$ cat src/rtl/writebuffer_coalesce.sv
// Store buffer between the core data port and memory: in-order drain, byte
// coalescing into the youngest idle entry, load bypass on miss, fence drain.
module writebuffer_coalesce #(
  parameter int DEPTH = 4,
  parameter int AW    = 32,
  parameter int DW    = 32
) (
  input  logic                         clk,
  input  logic                         rst,
  input  logic                         cpu_valid,
  input  logic                         cpu_fence,
  input  logic [AW-1:0]                cpu_addr,
  input  logic [DW-1:0]                cpu_wdata,
  input  logic [DW/8-1:0]              cpu_wstrb,
  output logic [DW-1:0]                cpu_rdata,
  output logic                         cpu_ready,
  output logic                         mem_valid,
  output logic                         mem_fence,
  output logic [AW-1:0]                mem_addr,
  output logic [DW-1:0]                mem_wdata,
  output logic [DW/8-1:0]              mem_wstrb,
  input  logic [DW-1:0]                mem_rdata,
  input  logic                         mem_ready,
  output logic [1:0]                   dbg_state_o,
  output logic [$clog2(DEPTH+1)-1:0]   dbg_count_o
);
  localparam int SW  = DW / 8;
  localparam int OFF = $clog2(SW);
  localparam int PW  = $clog2(DEPTH);
  localparam int CW  = $clog2(DEPTH + 1);

  // Handshakes: cpu_valid is a one-cycle request pulse answered by exactly one
  // cpu_ready pulse; mem_valid and all mem_* are held until the cycle in which
  // mem_ready is sampled high, and mem_ready is ignored while mem_valid is 0.
  typedef enum logic [1:0] {S_IDLE, S_DRAIN, S_LOAD, S_FENCE} state_t;
  typedef enum logic [1:0] {R_NONE, R_STORE, R_LOAD, R_FENCE} req_t;

  state_t          state_q;
  req_t            pend_kind_q;
  logic [AW-1:0]   pend_addr_q;
  logic [DW-1:0]   pend_wdata_q;
  logic [SW-1:0]   pend_wstrb_q;

  logic [AW-1:0]   ent_addr_q [DEPTH];
  logic [DW-1:0]   ent_data_q [DEPTH];
  logic [SW-1:0]   ent_strb_q [DEPTH];
  logic [DEPTH-1:0] ent_vld_q;
  logic [PW-1:0]   head_q, tail_q;
  logic [CW-1:0]   count_q;

  logic            cpu_ready_q;
  logic [DW-1:0]   cpu_rdata_q;
  logic            mem_valid_q, mem_fence_q;
  logic [AW-1:0]   mem_addr_q;
  logic [DW-1:0]   mem_wdata_q;
  logic [SW-1:0]   mem_wstrb_q;

  req_t            cur_kind;
  logic [AW-1:0]   cur_addr;
  logic [DW-1:0]   cur_wdata;
  logic [SW-1:0]   cur_wstrb;
  logic [AW-OFF-1:0] cur_word;
  logic [PW-1:0]   young;
  logic [DW-1:0]   merged, masked;
  logic            load_hit, load_go, fence_go, drain_go, head_busy;
  logic            pop, coalesce, enq, store_acc, load_done, fence_done;

  always_comb begin
    cur_kind  = pend_kind_q;
    cur_addr  = pend_addr_q;
    cur_wdata = pend_wdata_q;
    cur_wstrb = pend_wstrb_q;
    if (cpu_valid && pend_kind_q == R_NONE) begin
      cur_addr  = cpu_addr;
      cur_wdata = cpu_wdata;
      cur_wstrb = cpu_wstrb;
      if (cpu_fence)           cur_kind = R_FENCE;
      else if (cpu_wstrb != '0) cur_kind = R_STORE;
      else                     cur_kind = R_LOAD;
    end
    cur_word = cur_addr[AW-1:OFF];

    load_hit = 1'b0;
    for (int i = 0; i < DEPTH; i++) begin
      if (ent_vld_q[i] && ent_addr_q[i][AW-1:OFF] == cur_word) load_hit = 1'b1;
    end

    load_go   = (state_q == S_IDLE) && (cur_kind == R_LOAD) && !load_hit;
    fence_go  = (state_q == S_IDLE) && (cur_kind == R_FENCE) && (count_q == '0);
    drain_go  = (state_q == S_IDLE) && !load_go && !fence_go && (count_q != '0);
    pop       = (state_q == S_DRAIN) && mem_ready;
    load_done = (state_q == S_LOAD) && mem_ready;
    fence_done = (state_q == S_FENCE) && mem_ready;

    // The head counts as in flight already in the cycle its drain is launched,
    // since mem_wdata captures the entry on that same edge.
    head_busy = (state_q == S_DRAIN) || drain_go;
    young     = tail_q - PW'(1);
    coalesce  = (cur_kind == R_STORE) && ent_vld_q[young] &&
                (ent_addr_q[young][AW-1:OFF] == cur_word) &&
                !(head_busy && young == head_q);
    enq       = (cur_kind == R_STORE) && !coalesce && ((count_q != CW'(DEPTH)) || pop);
    store_acc = coalesce || enq;

    merged = ent_data_q[young];
    masked = '0;
    for (int b = 0; b < SW; b++) begin
      if (cur_wstrb[b]) begin
        merged[8*b +: 8] = cur_wdata[8*b +: 8];
        masked[8*b +: 8] = cur_wdata[8*b +: 8];
      end
    end
  end

  always_ff @(posedge clk) begin
    if (rst) begin
      state_q      <= S_IDLE;
      pend_kind_q  <= R_NONE;
      pend_addr_q  <= '0;
      pend_wdata_q <= '0;
      pend_wstrb_q <= '0;
      ent_vld_q    <= '0;
      head_q       <= '0;
      tail_q       <= '0;
      count_q      <= '0;
      cpu_ready_q  <= 1'b0;
      cpu_rdata_q  <= '0;
      mem_valid_q  <= 1'b0;
      mem_fence_q  <= 1'b0;
      mem_addr_q   <= '0;
      mem_wdata_q  <= '0;
      mem_wstrb_q  <= '0;
    end else begin
      cpu_ready_q <= store_acc || load_done || fence_done;
      cpu_rdata_q <= load_done ? mem_rdata : '0;

      if (store_acc || load_done || fence_done) begin
        pend_kind_q <= R_NONE;
      end else begin
        pend_kind_q  <= cur_kind;
        pend_addr_q  <= cur_addr;
        pend_wdata_q <= cur_wdata;
        pend_wstrb_q <= cur_wstrb;
      end

      if (pop) begin
        ent_vld_q[head_q] <= 1'b0;
        head_q            <= head_q + PW'(1);
      end
      if (coalesce) begin
        ent_data_q[young] <= merged;
        ent_strb_q[young] <= ent_strb_q[young] | cur_wstrb;
      end
      // Placed after the pop so a full buffer can refill the freed slot.
      if (enq) begin
        ent_addr_q[tail_q] <= cur_addr;
        ent_data_q[tail_q] <= masked;
        ent_strb_q[tail_q] <= cur_wstrb;
        ent_vld_q[tail_q]  <= 1'b1;
        tail_q             <= tail_q + PW'(1);
      end
      count_q <= count_q + CW'(enq) - CW'(pop);

      case (state_q)
        S_IDLE: begin
          if (load_go) begin
            state_q     <= S_LOAD;
            mem_valid_q <= 1'b1;
            mem_fence_q <= 1'b0;
            mem_addr_q  <= cur_addr;
            mem_wdata_q <= '0;
            mem_wstrb_q <= '0;
          end else if (fence_go) begin
            state_q     <= S_FENCE;
            mem_valid_q <= 1'b1;
            mem_fence_q <= 1'b1;
            mem_addr_q  <= '0;
            mem_wdata_q <= '0;
            mem_wstrb_q <= '0;
          end else if (drain_go) begin
            state_q     <= S_DRAIN;
            mem_valid_q <= 1'b1;
            mem_fence_q <= 1'b0;
            mem_addr_q  <= ent_addr_q[head_q];
            mem_wdata_q <= ent_data_q[head_q];
            mem_wstrb_q <= ent_strb_q[head_q];
          end
        end
        default: begin
          if (mem_ready) begin
            state_q     <= S_IDLE;
            mem_valid_q <= 1'b0;
            mem_fence_q <= 1'b0;
            mem_addr_q  <= '0;
            mem_wdata_q <= '0;
            mem_wstrb_q <= '0;
          end
        end
      endcase
    end
  end

  assign cpu_ready   = cpu_ready_q;
  assign cpu_rdata   = cpu_rdata_q;
  assign mem_valid   = mem_valid_q;
  assign mem_fence   = mem_fence_q;
  assign mem_addr    = mem_addr_q;
  assign mem_wdata   = mem_wdata_q;
  assign mem_wstrb   = mem_wstrb_q;
  assign dbg_state_o = state_q;
  assign dbg_count_o = count_q;

endmodule

$ cat config.mk
export PLATFORM = sky130hd
export DESIGN_NAME = writebuffer_coalesce
export DESIGN_NICKNAME = d
export VERILOG_FILES = /design/src/rtl/writebuffer_coalesce.sv
export SDC_FILE = /design/constraint.sdc
export NUM_CORES = 1
export LEC_CHECK = 0
export ABC_CLOCK_PERIOD_IN_PS = 8480
export BUFFER_PORTS_ARGS = -buffer_cell sky130_fd_sc_hd__buf_4
export CORE_MARGIN = 5
export CORE_UTILIZATION = 45
export DETAILED_ROUTE_END_ITERATION = 8
export PLACE_DENSITY = 0.63
export SLEW_MARGIN = 20
export SYNTH_ARGS = -nofsm -noshare
export SYNTH_HDL_FRONTEND = slang
export SYNTH_SLANG_ARGS = --single-unit
$ cat constraint.sdc
create_clock -name clk -period 8.48 [get_ports clk]
set_input_delay 1.696 -clock clk [delete_from_list [all_inputs] [get_ports clk]]
set_output_delay 1.696 -clock clk [all_outputs]
set_load 0.02 [all_outputs]
## Word level (Yosys, flattened, before mapping)

Memory sizes are Yosys's and may differ from the RTL's. A register that Yosys moved wholly into a read port is not among the register bits.
Cells that the tools add are included.

- Register bits: 186
- RAM bits: 272
- Bits of input ports: 105
- Output and inout bits: 108
- Word-level logic and storage cells: 173
- Memories kept: 3

Memory list:

| memory | words | width | read ports | clocked after Yosys merged registers in | wr ports | RTL line | text |
|---|---|---|---|---|---|---|---|
| ent_addr_q | 4 | 32 | 6 | 1 | 1 | 44 | `logic [AW-1:0] ent_addr_q [DEPTH];` |
| ent_data_q | 4 | 32 | 1 | 1 | 1 | 45 | `logic [DW-1:0] ent_data_q [DEPTH];` |
| ent_strb_q | 4 | 4 | 2 | 1 | 1 | 46 | `logic [SW-1:0] ent_strb_q [DEPTH];` |

- Add/sub/neg operators: 5
- $lt $le $gt $ge: 5
- Eq/ne operators: 18
- Multiplexer cells: 73
- Bitwise operators: 5
- Reduce and logical (&&, ||, !) cells: 48

Operators with widths:

| kind | number |
|---|---|
| 32-bit two-way mux | 12 |
| 30-bit equality test | 5 |
| 8-bit two-way mux | 8 |
| 4-bit two-way mux | 11 |
| 2-bit two-way mux | 16 |
| 32-bit OR reduction | 1 |
| 1-bit logical AND | 23 |
| 1-bit two-way mux | 23 |
| 2-bit AND reduction | 5 |
| 2-bit by 3-bit < comparator with 1-bit output, second input constant | 3 |
| 2-bit equality test, second input constant | 4 |
| 4-bit bitwise OR | 2 |
| 1-bit zero test | 5 |
| 1-bit logical OR | 5 |
| 2-bit by 1-bit adder with 2-bit output, second input constant | 2 |
| 4-bit bitwise AND | 1 |
| 1-bit demux with 2-bit select | 2 |
| 2-bit by 1-bit equality test with 1-bit output, second input constant | 2 |
| 2-bit by 1-bit greater-or-equal comparator with 1-bit output, second input constant | 2 |
| 2-bit zero test | 2 |
| 1-bit inequality test, second input constant | 4 |
| 4-bit inequality test, second input constant | 1 |
| 4-bit NOT | 1 |
| 4-bit nonzero test | 1 |
| other kinds (12) | 13 |

## Depth between registers and ports, before layout

- Depth in word-level cells: 27
- Gate-level depth with buffers: 21
- Depth with buffers taken out: 15

## Worst setup path after synthesis

OpenSTA, ideal clock, no wires.

- Kind: register -> register
- Start point: register tail_q[0]
- End point: memory ent_addr_q[0][0], enable pin
- Setup time: 421 ps
- Arrival: 5,473 ps
- Required time: 8,059 ps
- Slack: 2,586 ps
- Cell stages (with the launch flop): 18
- Buffers on the path: 7
- Clock period less this slack: 5,894 ps
- Path through: dfxtp_1 -> clkbuf_1 -> buf_1 -> clkbuf_1 -> inv_1 -> ha_1 -> clkbuf_1 -> buf_1 -> mux4_2 -> xor2_1 -> nand4_1 -> nor2_1 -> nand4_1 -> nor3_4 -> buf_6 -> a211o_1 -> buf_4 -> nor2_1

- Word-level cells in the longest chain between the ends: 12
- Elaborated cells on any way between the ends: 17
- Classes of those cells: add/sub: 1; eq/ne: 2; mux: 5; reduce/logical: 8; memory: 1

RTL lines:

| element | RTL line | text |
|---|---|---|
| start, declared | 48 | `logic [PW-1:0] head_q, tail_q;` |
| start signal, assigned | 160 | `tail_q <= tail_q + PW'(1);` |
| 2-bit by 1-bit subtractor with 2-bit output (*) | 98 | `young = tail_q - PW'(1);` |
| named net young[0] | 63 | `logic [PW-1:0] young;` |
| parallel branches: the longest is 4 deep, another holds memory read 4 x 32 bit | n/a |  |
| 1-bit logical AND (*) | 100 | `(ent_addr_q[young][AW-1:OFF] == cur_word) &&` |
| 1-bit zero test (*) | 102 | `enq = (cur_kind == R_STORE) && !coalesce && ((count_q != CW'(DEPTH)) \|\| pop);` |
| 1-bit logical AND (*) (2 in a row) | 102 |  |
| 1-bit two-way mux (*) | 155 | `if (enq) begin` |
| 1-bit two-way mux (*) | 116 | `if (rst) begin` |
| 1-bit two-way mux (not written as such) (*) | 156 | `ent_addr_q[tail_q] <= cur_addr;` |
| end, declared | 44 |  |

Mark *: on every way through the listed nets, which the timed path passes. The select of a mux whose other input is x is not followed.

## Worst setup path in the final report

- Start point: input cpu_valid
- End point: memory ent_data_q[0][27], enable pin

- Word-level cells in the longest chain between the ends: 26
- Elaborated cells on any way between the ends: 50
- Classes of those cells: eq/ne: 9; mux: 15; reduce/logical: 26

RTL lines:

| element | RTL line | text |
|---|---|---|
| start, declared | 10 | `input logic cpu_valid,` |
| 1-bit logical AND (*) | 73 | `if (cpu_valid && pend_kind_q == R_NONE) begin` |
| 32-bit two-way mux | 73 |  |
| 30-bit equality test | 85 | `if (ent_vld_q[i] && ent_addr_q[i][AW-1:OFF] == cur_word) load_hit = 1'b1;` |
| 1-bit logical AND | 85 |  |
| 1-bit two-way mux (4 in a row) | 85 |  |
| 1-bit zero test | 88 | `load_go = (state_q == S_IDLE) && (cur_kind == R_LOAD) && !load_hit;` |
| 1-bit logical AND | 88 |  |
| 1-bit zero test | 90 | `drain_go = (state_q == S_IDLE) && !load_go && !fence_go && (count_q != '0);` |
| [... 6 more ...] | n/a |  |
| 1-bit logical AND | 100 |  |
| 1-bit zero test | 102 |  |
| 1-bit logical AND (2 in a row) | 102 |  |
| 1-bit two-way mux | 155 |  |
| 1-bit two-way mux | 116 |  |
| 1-bit two-way mux (not written as such) | 157 | `ent_data_q[tail_q] <= masked;` |
| 32-bit OR reduction (no source line) | n/a |  |
| 2-bit two-way mux (no source line) or 4-bit two-way mux (tied branches) | n/a |  |
| end, declared | 45 |  |

Every way passes the cells marked *; elsewhere a longest branch is shown, timed or not.

==> impl_metrics.csv <==
group,metric,value,unit
cells_and_area,nNetsFinal,2094,
worst_setup_path,crit_buf_inv,2,
place,dpl.hpwl,44.5,mm
global_route,grt_pass1_wl,97.4,mm
cells_and_area,multi_input_area,0.00939,sq mm
floorplanning,core,0.0488,sq mm
worst_setup_path,cp_data_required_time,8.69,ns
timing,fmax,146,MHz
yosys,synth_top_area_share,0.369,
timing,rsz0062_at_grt,"false",
yosys,avgSynthCellArea,12.3,sq um
global_route,grt_max_degree,79,
cells_and_area,drive_above_1_share,0.233,
hold_path,hold_depth,2,
clock_tree,cts_buffers,50,
floorplanning,start_util,0.453,
floorplanning,io_pins,213,
cells_and_area,area_growth,17.3,%
global_route,grt_antenna_before_repair,3,
timing,setup_violations,0,
yosys,synth_most_common_cell,"edfxtp_1",
routing,final_antenna_net_count,0,
power_and_ir_drop,irDropWorstVdd,0.262,mV
routing,first_iter_violations,1601,
yosys,yosys.cell_types.count,73,
timing,skew,0.0202,ns
worst_setup_path,crit_family,"simple AND/OR/NAND/NOR gates",
clock_tree,h-tree-depth,2,
clock_tree,postCtsHoldBufs,0,
clock_tree,clk-insertion-delay-late,0.59,ns
job,maxCapViolCount,0,
worst_setup_path,timing.rr.start,"tail_q[1]",
yosys,yosys-top-cells-count,"272 x edfxtp_1, 241 x nand2_1, 188 x dfxtp_1",
yosys,ys_seq_elements,460,
worst_setup_path,crit_type,"in2reg",
worst_setup_path,slowest_stage,"o21a_1",
timing,worstMarginPinSlew,1.13,ns
worst_setup_path,arrival,7.05,ns
global_route,grt-ovfl-total,0,
clock_tree,clk_pin_slew,0.06,ns
floorplanning,die_area,0.0537,sq mm
yosys,synth_largest_area_cell,"edfxtp_1",
yosys,seq_area_frac_synth,0.539,
floorplanning,dieWidth,232,um
worst_setup_path,worstSetupStartpointType,"input pin",
cells_and_area,final-seq-area,0.0119,sq mm
clock_tree,cts_setup_buffers,0,
timing,fin_setup_tns,0,ns
place,io_buffers,212,
yosys,synth_flop_cell,"edfxtp_1",
yosys,synthTopCellsByArea,"edfxtp_1 37%, dfxtp_1 17%, mux4_2 9.3%",
worst_setup_path,cp-end-kind,"register",
worst_setup_path,reg2reg_depth,10,
yosys,synthArstFlopShare,0,
routing,drt-total-wl,63.9,mm
floorplanning,rows,81,
routing,wl_per_cell,23.8,um
cells_and_area,num-fill-cells,4199,
hold_path,hold_start,"pend_addr_q[0]",
yosys,synth_warnings,0,
routing,viasPerCell,5.85,
yosys,synth-edff-count,272,
clock_tree,cts_sinks,460,
timing,relSlewSlack,0.244,
timing,finalHoldViolations,0,
yosys,syn_area,0.0221,sq mm
clock_tree,clockBufferDepth,3,
yosys,synth_fp_nets,1912,
power_and_ir_drop,leakage,0.00947,uW
timing,final_max_slew_viol_count,0,
place,routabilityCongestion,1.00,
hold_path,min_path_type,"reg2reg",
routing,drc_errors,0,
hold_path,holdPathEnd,"pend_addr_q[0]",
floorplanning,die_h,232,um
timing,fin_crit,6.85,ns
clock_tree,cts_tree,"built",
worst_setup_path,crit_chain,"buf_4 > nor3b_4 > buf_4 > mux2i_1 > xnor2_1 > nor4_1 > nand4_1 > nor3_4 > o21a_1 > mux2i_1",
worst_setup_path,r2r_slack,2.16,ns
clock_tree,clockRootBuffer,"clkbuf_16",
global_route,grt_pass1_vias,15900,
worst_setup_path,r2r_end,"ent_data_q[0][27]",
routing,vias,15700,
power_and_ir_drop,power_density,287,mW/mm^2
global_route,grtUsageTotal,0.233,
clock_tree,cts_resized,0,
yosys,syn_inst,1797,
timing,min_period_over_period,0.807,
routing,first_pass_iters,6,
worst_setup_path,crit_path_max_incr_delay,0.99,ns
worst_setup_path,crit_fanout,51,
timing,holdWs,0.459,ns
outcome,run_status,"finished, final reports clean",
[routing by layer]
metal | global-route usage | share of wire | vias up
li1 | - | - | 7046
met3 | 0.0472 | 0.071 | 128
met5 | 0 | 0.00034 | -
met2 | 0.375 | 0.48 | 673
met1 | 0.318 | 0.42 | 7857
met4 | 0.0790 | 0.031 | 4
[registers in the layout, indices dropped and copies added (netlist names), 2 cells and up, named ones only]
signal	flops
tail_q	2
cpu_rdata	32
pend_wstrb_q	4
ent_vld_q	4
mem_addr	32
dbg_count_o	3
mem_wdata	32
ent_strb_q	16
dbg_state_o	2
mem_wstrb	4
pend_kind_q	2
head_q	2
pend_addr_q	32
pend_wdata_q	32
ent_addr_q	128
ent_data_q	128
[report_power, final]
part	total [uW]	internal [uW]	switching [uW]
clock network	2130	1250	879
registers	2960	2740	225
logic	2360	945	1410
total	7440	4930	2510
[cells in the final DEF (no fill, tap or decap), types with 23 or more instances in the layout]
cell type,n
a21oi_1,23
a22o_1,32
a32o_1,36
and2_1,33
buf_4,239
clkbuf_16,55
dfxtp_1,185
edfxtp_1,272
inv_1,96
mux2_4,25
mux2i_1,108
mux4_2,91
nand2_1,240
nor2_1,70
nor2b_1,57
o22ai_1,52
xnor2_1,80
xor2_1,34
[layout make-up]
type	count	share of cell area
tap	664	0.0320
inverter	97	0.0141
timing repair buffer	240	0.0699
multi-input combinational	1130	0.362
sequential	460	0.460
clock inverter	9	0.00260
clock buffer	85	0.0599
antenna	1	0.0000964
[how the worst max path moves through the flow]
stage,from,to,cells after the start
6_report,cpu_valid,ent_data_q[0][27],10
2_1_floorplan,tail_q[0],ent_addr_q[0][0],17
5_1_grt,cpu_valid,ent_data_q[0][29],10
3_3_place_gp,cpu_valid,ent_data_q[0][28],10
4_1_cts,cpu_valid,ent_data_q[0][27],10
3_5_place_dp,cpu_valid,ent_data_q[0][28],10
[worst register-to-register path: cells and delay by family, from the launching register on]
kind,cells,cell delay (ns)
AO/OA/AOI/OAI,1,0.99
XOR/XNOR,1,0.14
adder cells (fa/ha/maj),1,0.78
buffers and inverters,2,0.58
flip-flops,1,0.44
multiplexers,2,1.27
AND/OR/NAND/NOR,3,1.74
[logic make-up (layout without fill, tap and decap cells)]
| logic type | after synthesis | after routing | synth area share |
|---|---|---|---|
| xor+xnor | 114 | 114 | 0.0451 |
| buf+inv | 207 | 431 | 0.0400 |
| other cells | 0 | 1 | 0 |
| flops | 460 | 460 | 0.539 |
| compound gates | 268 | 268 | 0.0957 |
| fa+ha+maj | 10 | 10 | 0.00599 |
| simple gates | 500 | 500 | 0.107 |
| mux | 238 | 238 | 0.168 |
[metrics by stage]
stage / cells / util / instance area [sq um] / setup WS [ns] / power, uW
after global routing: 2686 / 0.531 / 26000 / 1.57 / 7790
after global placement: 2591 / 0.498 / 24300 / 1.44 / 5330
after CTS: 2685 / 0.531 / 26000 / 1.82 / 7510
after floorplan: 1797 / - / 22100 / 2.59 / 4490
final: 2686 / 0.531 / 26000 / 1.63 / 7440
after detailed placement: 2591 / 0.498 / 24300 / 1.25 / 5370
(Power assumes the default switching activity.)
